`src/rtl/fb_port_arbiter.sv`:
```
// Single-port frame-buffer SPRAM arbiter: SPI host, encoder write stream and
// entropy-decoder read stream share one RAM access per clock.
module fb_port_arbiter #(
    parameter int ADDR_W    = 14,
    parameter int DATA_W    = 8,
    parameter int ENC_BURST = 4
) (
    input  logic              clock,
    input  logic              reset_n,
    input  logic [ADDR_W:0]   buf_len,
    input  logic              frame_start,
    input  logic              dec_start,
    input  logic              spi_req,
    input  logic              spi_we,
    input  logic [ADDR_W-1:0] spi_addr,
    input  logic [DATA_W-1:0] spi_wdata,
    output logic              spi_gnt,
    output logic [DATA_W-1:0] spi_rdata,
    output logic              spi_rvalid,
    input  logic              enc_req,
    input  logic [DATA_W-1:0] enc_wdata,
    output logic              enc_gnt,
    output logic              enc_full,
    output logic              enc_ovf,
    input  logic              dec_req,
    output logic              dec_gnt,
    output logic [DATA_W-1:0] dec_rdata,
    output logic              dec_rvalid,
    output logic              dec_empty,
    output logic [ADDR_W:0]   wr_count,
    output logic              ram_ce,
    output logic              ram_we,
    output logic [ADDR_W-1:0] ram_addr,
    output logic [DATA_W-1:0] ram_wdata,
    input  logic [DATA_W-1:0] ram_rdata
);

    localparam int BW = $clog2(ENC_BURST + 1);
    localparam logic [BW-1:0]   BURST_MAX = BW'(ENC_BURST);
    localparam logic [ADDR_W:0] CAPACITY  = {1'b1, {ADDR_W{1'b0}}};

    typedef enum logic [1:0] {
        OWN_NONE,
        OWN_SPI,
        OWN_DEC
    } owner_t;

    logic [ADDR_W:0] wptr;
    logic [ADDR_W:0] rptr;
    logic [ADDR_W:0] len_q;
    logic [BW-1:0]   burst_cnt;
    logic            enc_elig;
    logic            dec_elig;
    owner_t          tag_issue;
    owner_t          tag_data;
    owner_t          tag_next;
    logic              ram_ce_next;
    logic              ram_we_next;
    logic [ADDR_W-1:0] ram_addr_next;
    logic [DATA_W-1:0] ram_wdata_next;

    // rptr >= wptr also covers a new frame restarting wptr under an active reader
    assign enc_full  = (wptr == len_q);
    assign dec_empty = (rptr >= wptr);
    assign wr_count  = wptr;
    assign enc_elig  = enc_req & ~enc_full & ~frame_start;
    assign dec_elig  = dec_req & ~dec_empty & ~dec_start;

    always_comb begin
        spi_gnt = spi_req;
        enc_gnt = 1'b0;
        dec_gnt = 1'b0;
        if (!spi_req) begin
            if (enc_elig && (!dec_elig || burst_cnt < BURST_MAX)) begin
                enc_gnt = 1'b1;
            end else if (dec_elig) begin
                dec_gnt = 1'b1;
            end
        end
    end

    always_comb begin
        ram_ce_next    = spi_gnt | enc_gnt | dec_gnt;
        ram_we_next    = 1'b0;
        ram_addr_next  = '0;
        ram_wdata_next = '0;
        tag_next       = OWN_NONE;
        if (spi_gnt) begin
            ram_we_next   = spi_we;
            ram_addr_next = spi_addr;
            if (spi_we) begin
                ram_wdata_next = spi_wdata;
            end else begin
                tag_next = OWN_SPI;
            end
        end else if (enc_gnt) begin
            ram_we_next    = 1'b1;
            ram_addr_next  = wptr[ADDR_W-1:0];
            ram_wdata_next = enc_wdata;
        end else if (dec_gnt) begin
            ram_addr_next = rptr[ADDR_W-1:0];
            tag_next      = OWN_DEC;
        end
    end

    always_ff @(posedge clock or negedge reset_n) begin
        if (!reset_n) begin
            wptr      <= '0;
            rptr      <= '0;
            len_q     <= '0;
            enc_ovf   <= 1'b0;
            burst_cnt <= '0;
        end else begin
            if (frame_start) begin
                wptr    <= '0;
                enc_ovf <= 1'b0;
                len_q   <= (buf_len > CAPACITY) ? CAPACITY : buf_len;
            end else begin
                if (enc_gnt) begin
                    wptr <= wptr + 1'b1;
                end
                if (enc_req && enc_full) begin
                    enc_ovf <= 1'b1;
                end
            end
            if (dec_start) begin
                rptr <= '0;
            end else if (dec_gnt) begin
                rptr <= rptr + 1'b1;
            end
            // Burst count holds across SPI-stolen cycles so the decoder's turn is not lost
            if (dec_gnt || !dec_elig) begin
                burst_cnt <= '0;
            end else if (enc_gnt) begin
                burst_cnt <= burst_cnt + 1'b1;
            end
        end
    end

    always_ff @(posedge clock or negedge reset_n) begin
        if (!reset_n) begin
            ram_ce    <= 1'b0;
            ram_we    <= 1'b0;
            ram_addr  <= '0;
            ram_wdata <= '0;
            tag_issue <= OWN_NONE;
            tag_data  <= OWN_NONE;
        end else begin
            ram_ce    <= ram_ce_next;
            ram_we    <= ram_we_next;
            ram_addr  <= ram_addr_next;
            ram_wdata <= ram_wdata_next;
            tag_issue <= tag_next;
            tag_data  <= tag_issue;
        end
    end

    // Read data comes straight from the RAM in the cycle its owner tag matures
    assign spi_rvalid = (tag_data == OWN_SPI);
    assign dec_rvalid = (tag_data == OWN_DEC);
    assign spi_rdata  = spi_rvalid ? ram_rdata : '0;
    assign dec_rdata  = dec_rvalid ? ram_rdata : '0;

endmodule

```
`config.mk`:
```
export PLATFORM = sky130hd
export DESIGN_NAME = fb_port_arbiter
export DESIGN_NICKNAME = d
export VERILOG_FILES = /design/src/rtl/fb_port_arbiter.sv
export SDC_FILE = /design/constraint.sdc
export NUM_CORES = 1
export LEC_CHECK = 0
export CORE_ASPECT_RATIO = 0.7
export CORE_MARGIN = 2
export CORE_UTILIZATION = 32
export DETAILED_ROUTE_END_ITERATION = 7
export SYNTH_ARGS = -nofsm -noshare
export SYNTH_HDL_FRONTEND = slang
export SYNTH_SLANG_ARGS = --single-unit
```
`constraint.sdc`:
```
create_clock -name clock -period 5.4 [get_ports clock]
set_input_delay 0.81 -clock clock [delete_from_list [all_inputs] [get_ports clock]]
set_output_delay 0.81 -clock clock [all_outputs]
set_load 0.005 [all_outputs]
```
==> metrics.txt <==
hold depth=0; Syn Area/Cell=approximately 9.5 um^2; Seq/Total Area, Yosys=between 40% and 50%; Yosys Warn Count=0; FF+latch area=a little under 0.002 mm^2; cts repair resizes=0; unrepaired setup endpoints after global routing=false; root buf cell=clkbuf_16; GRT Util Overall=a little under a fifth; fmax=0.246 GHz; internal power=1100 uW; # fillers=roughly 1200; die area=between 0.01 and 0.015 mm^2; Synth cell types=47; Sequential Power Share=a little over two fifths; WP data arrival=3.26 ns; Post-CTS Setup Repair Bufs=0; min Tclk post-route=~4.1 ns; Setup TNS=0 ns; Syn Nets=a little over 500; total grt overflow=0; Final nets=approximately 630; max_cap viols=0; min-delay src=tag_issue[0]; row cnt=34; #FFs+latches synth=between 70 and 80; Hold Path Sink=tag_data[0]; Clock Path Buffers=2; ANT nets after route=0; Worst setup EP type=output port; CTS Buf Count=9; largest net degree at the start of global routing=78; Ports=124; CP startpoint=wr_count[12]; initial antenna violation count=0; Initial Util=33.2%; slew margin rel.=22.0%; Worst Skew=roughly 0.0053 ns; CP max FO=7; drt first pass iters=4; hold_buf cts=0; Net Sw Frac=a little under a quarter; worst reg-to-reg setup slack=1.96 ns; worst path required time=4.59 ns; DIE WIDTH=between 100 and 150 um; Multi-input gate area=between 0.0015 and 0.002 mm^2; vias in the first global route=3710; Pins Over Slew Limit=0; Routed WL=about 12000 um; I/O Buffers=123; final hold viol count=0; Power Density=around 240 mW/mm^2; outcome=finished, final reports clean; Setup CP Type=reg -> out; DR iter-0 viols=~210; dpl hpwl=8760 um; Peak VDD IR=approximately 0.00016 V; Antenna Cells=0; global-route wire length before repair=around 20000 um; Die H=between 90 and 100 um; Routed wire per std cell=~17 um; CTS tree=yes; R2R Path End=rptr[13]; final worst-path cycle share=about 75%; clock power share=between 40 and 50%; via/cell ratio=~5.2; CP startpoint kind=flip-flop; Vias=between 3000 and 4000; Synth Instances=between 400 and 500; P_sw=roughly 320 uW; Max H-tree Level=3; HP Class=reg -> reg; share of layout cells above drive strength 1=just under 5%; reg2reg path depth=9; Worst Hold Slack=0.350 ns; FF-to-FF Start=wr_count[12]; Layout area overhead=39.9%; Syn Std Cell Area=between 0.004 and 0.005 mm^2; Clock Latency Late Sink=0.34 ns; worst-margin pin slew=1.17 ns; Comb power frac=11.3%; Placer Congestion=0.783; leak pwr=about 0.0024 uW; Reg clk slew, reported paths=0.06 ns; Clock Sinks=between 70 and 80; # DRC=0; Placeable Area=around 0.013 mm^2; Setup Viol. Count Final=0
[worst max-delay path, stage by stage, from the launching register on]
cell and delay, ns:
dfrtp_1 0.45, inv_1 0.09, ha_1 0.32, a21oi_1 0.13, nor2_1 0.06, a211oi_1 0.38, o211a_1 0.26, nor4b_2 0.58
clkdlybuf4s50_1 0.66
[sequential cells by signal, summed over array words and instances (netlist names)]
name       flops
len_q         15
tag_data       2
ram_addr      14
ram_ce         1
ram_we         1
tag_issue      2
wr_count      15
enc_ovf        1
rptr          15
burst_cnt      3
ram_wdata      8
[stage by stage]
stage / total power (uW) / utilization, % / area [um^2] / setup slack [ns] / cells
after detailed placement: 783 / 44.0 / 5520 / 1.37 / 700
after CTS: 1430 / 46.5 / 5830 / 1.32 / 715
after global routing: 1480 / 46.5 / 5830 / 1.04 / 715
after floorplan: 676 / - / 4170 / 2.64 / 437
after global placement: 781 / 44.0 / 5520 / 1.44 / 700
final: 1420 / 46.5 / 5830 / 1.33 / 715
[synth_stat cells (all sizes together)]
library cell | number | area, um^2
a22o | 8 | 70.1
buf | 8 | 46.3
nor3 | 6 | 35.0
ha | 18 | 225
nand3 | 12 | 60.1
a22oi | 1 | 7.51
o311ai | 1 | 8.76
a211oi | 2 | 15.0
a31o | 1 | 8.76
xnor2 | 18 | 158
and4 | 1 | 8.76
nor4b | 3 | 32.5
o311a | 1 | 10.0
mux2i | 2 | 20.0
or4 | 9 | 67.6
o31ai | 10 | 75.1
nor2b | 4 | 25.0
or3b | 1 | 8.76
nand2b | 4 | 25.0
nor4 | 4 | 40.0
nor3b | 12 | 90.1
nor2 | 13 | 48.8
a21oi | 28 | 140
and2 | 19 | 119
nand2 | 35 | 131
o22ai | 2 | 12.5
o211a | 1 | 10.0
or2 | 1 | 6.26
inv | 36 | 135
clkbuf | 19 | 71.3
dfrtp | 77 | 1930
a21o | 2 | 15.0
a21boi | 1 | 7.51
or3 | 12 | 75.1
nand3b | 2 | 15.0
a221o | 14 | 140
mux2 | 1 | 11.3
nand4 | 12 | 75.1
and3 | 6 | 37.5
o21ai | 29 | 145
o2111ai | 1 | 8.76
[worst max path at each step]
stage          endpoint  slack (ns)  cells after the start
3_3_place_gp    dec_gnt        1.44                      5
6_report        dec_gnt        1.33                      8
2_1_floorplan   enc_gnt        2.64                      8
4_1_cts         dec_gnt        1.32                      8
3_5_place_dp    dec_gnt        1.37                      5
5_1_grt         dec_gnt        1.04                      8
[cell families (layout without fill, tap and decap cells)]
logic type / after synthesis / after routing / synth area share, %
buf+inv: 63 / 179 / 6.06
xor+xnor: 18 / 18 / 3.78
flops: 77 / 77 / 46.2
mux: 3 / 3 / 0.750
compound gates: 102 / 102 / 16.2
simple gates: 156 / 156 / 21.6
fa+ha+maj: 18 / 18 / 5.40
[final cells by class]
class,instances,share of cell area (%)
timing repair buffer,128,21.7
clock inverter,5,1.29
sequential,77,33.0
tap,162,3.47
clock buffer,10,4.10
inverter,36,2.32
multi-input combinational,297,34.1
[power groups by stage]
stage	sequential (uW)	combinational (uW)	clock [uW]
after floorplan	619	56.9	0
after global placement	620	161	0
after detailed placement	620	163	0
after CTS	610	164	661
after global routing	612	177	688
final	610	161	650
[metal layers]
metal  track usage [%]  up-vias  part of all wire (%)
met5                 0        -                     0
met4              3.19        0                  0.60
met3              6.31        8                   7.7
met2              28.1      138                    42
met1              25.1     1778                    50
li1                  -     1782                     -
[placed cells by master, fill, tap and decap left out, types with 2 or more instances in the layout]
master           synthesis  layout
clkinv_2                 0       3
ha_1                    18      18
o31ai_1                 10      10
nand2b_1                 4       4
a21o_1                   2       2
bufinv_16                0       2
mux2i_1                  2       2
nor4_1                   3       3
dfrtp_1                 77      77
xnor2_1                 18      18
nor4b_1                  2       2
and2_1                  19      19
a221o_1                 14      14
a211oi_1                 2       2
or4_1                    9       9
nor2b_1                  4       4
inv_1                   36      36
or3_1                   12      12
nand2_1                 35      35
nor2_1                  13      13
a22o_1                   8       8
nor3b_1                 12      12
o22ai_1                  2       2
a21oi_1                 28      28
and3_1                   6       6
nand3_1                 12      12
clkbuf_16                0       9
nor3_1                   5       5
nand3b_1                 2       2
clkdlybuf4s50_1          0     122
buf_4                    1       6
nand4_1                 12      12
o21ai_0                 29      29
Note: power is estimated with default switching activity, not from simulation.
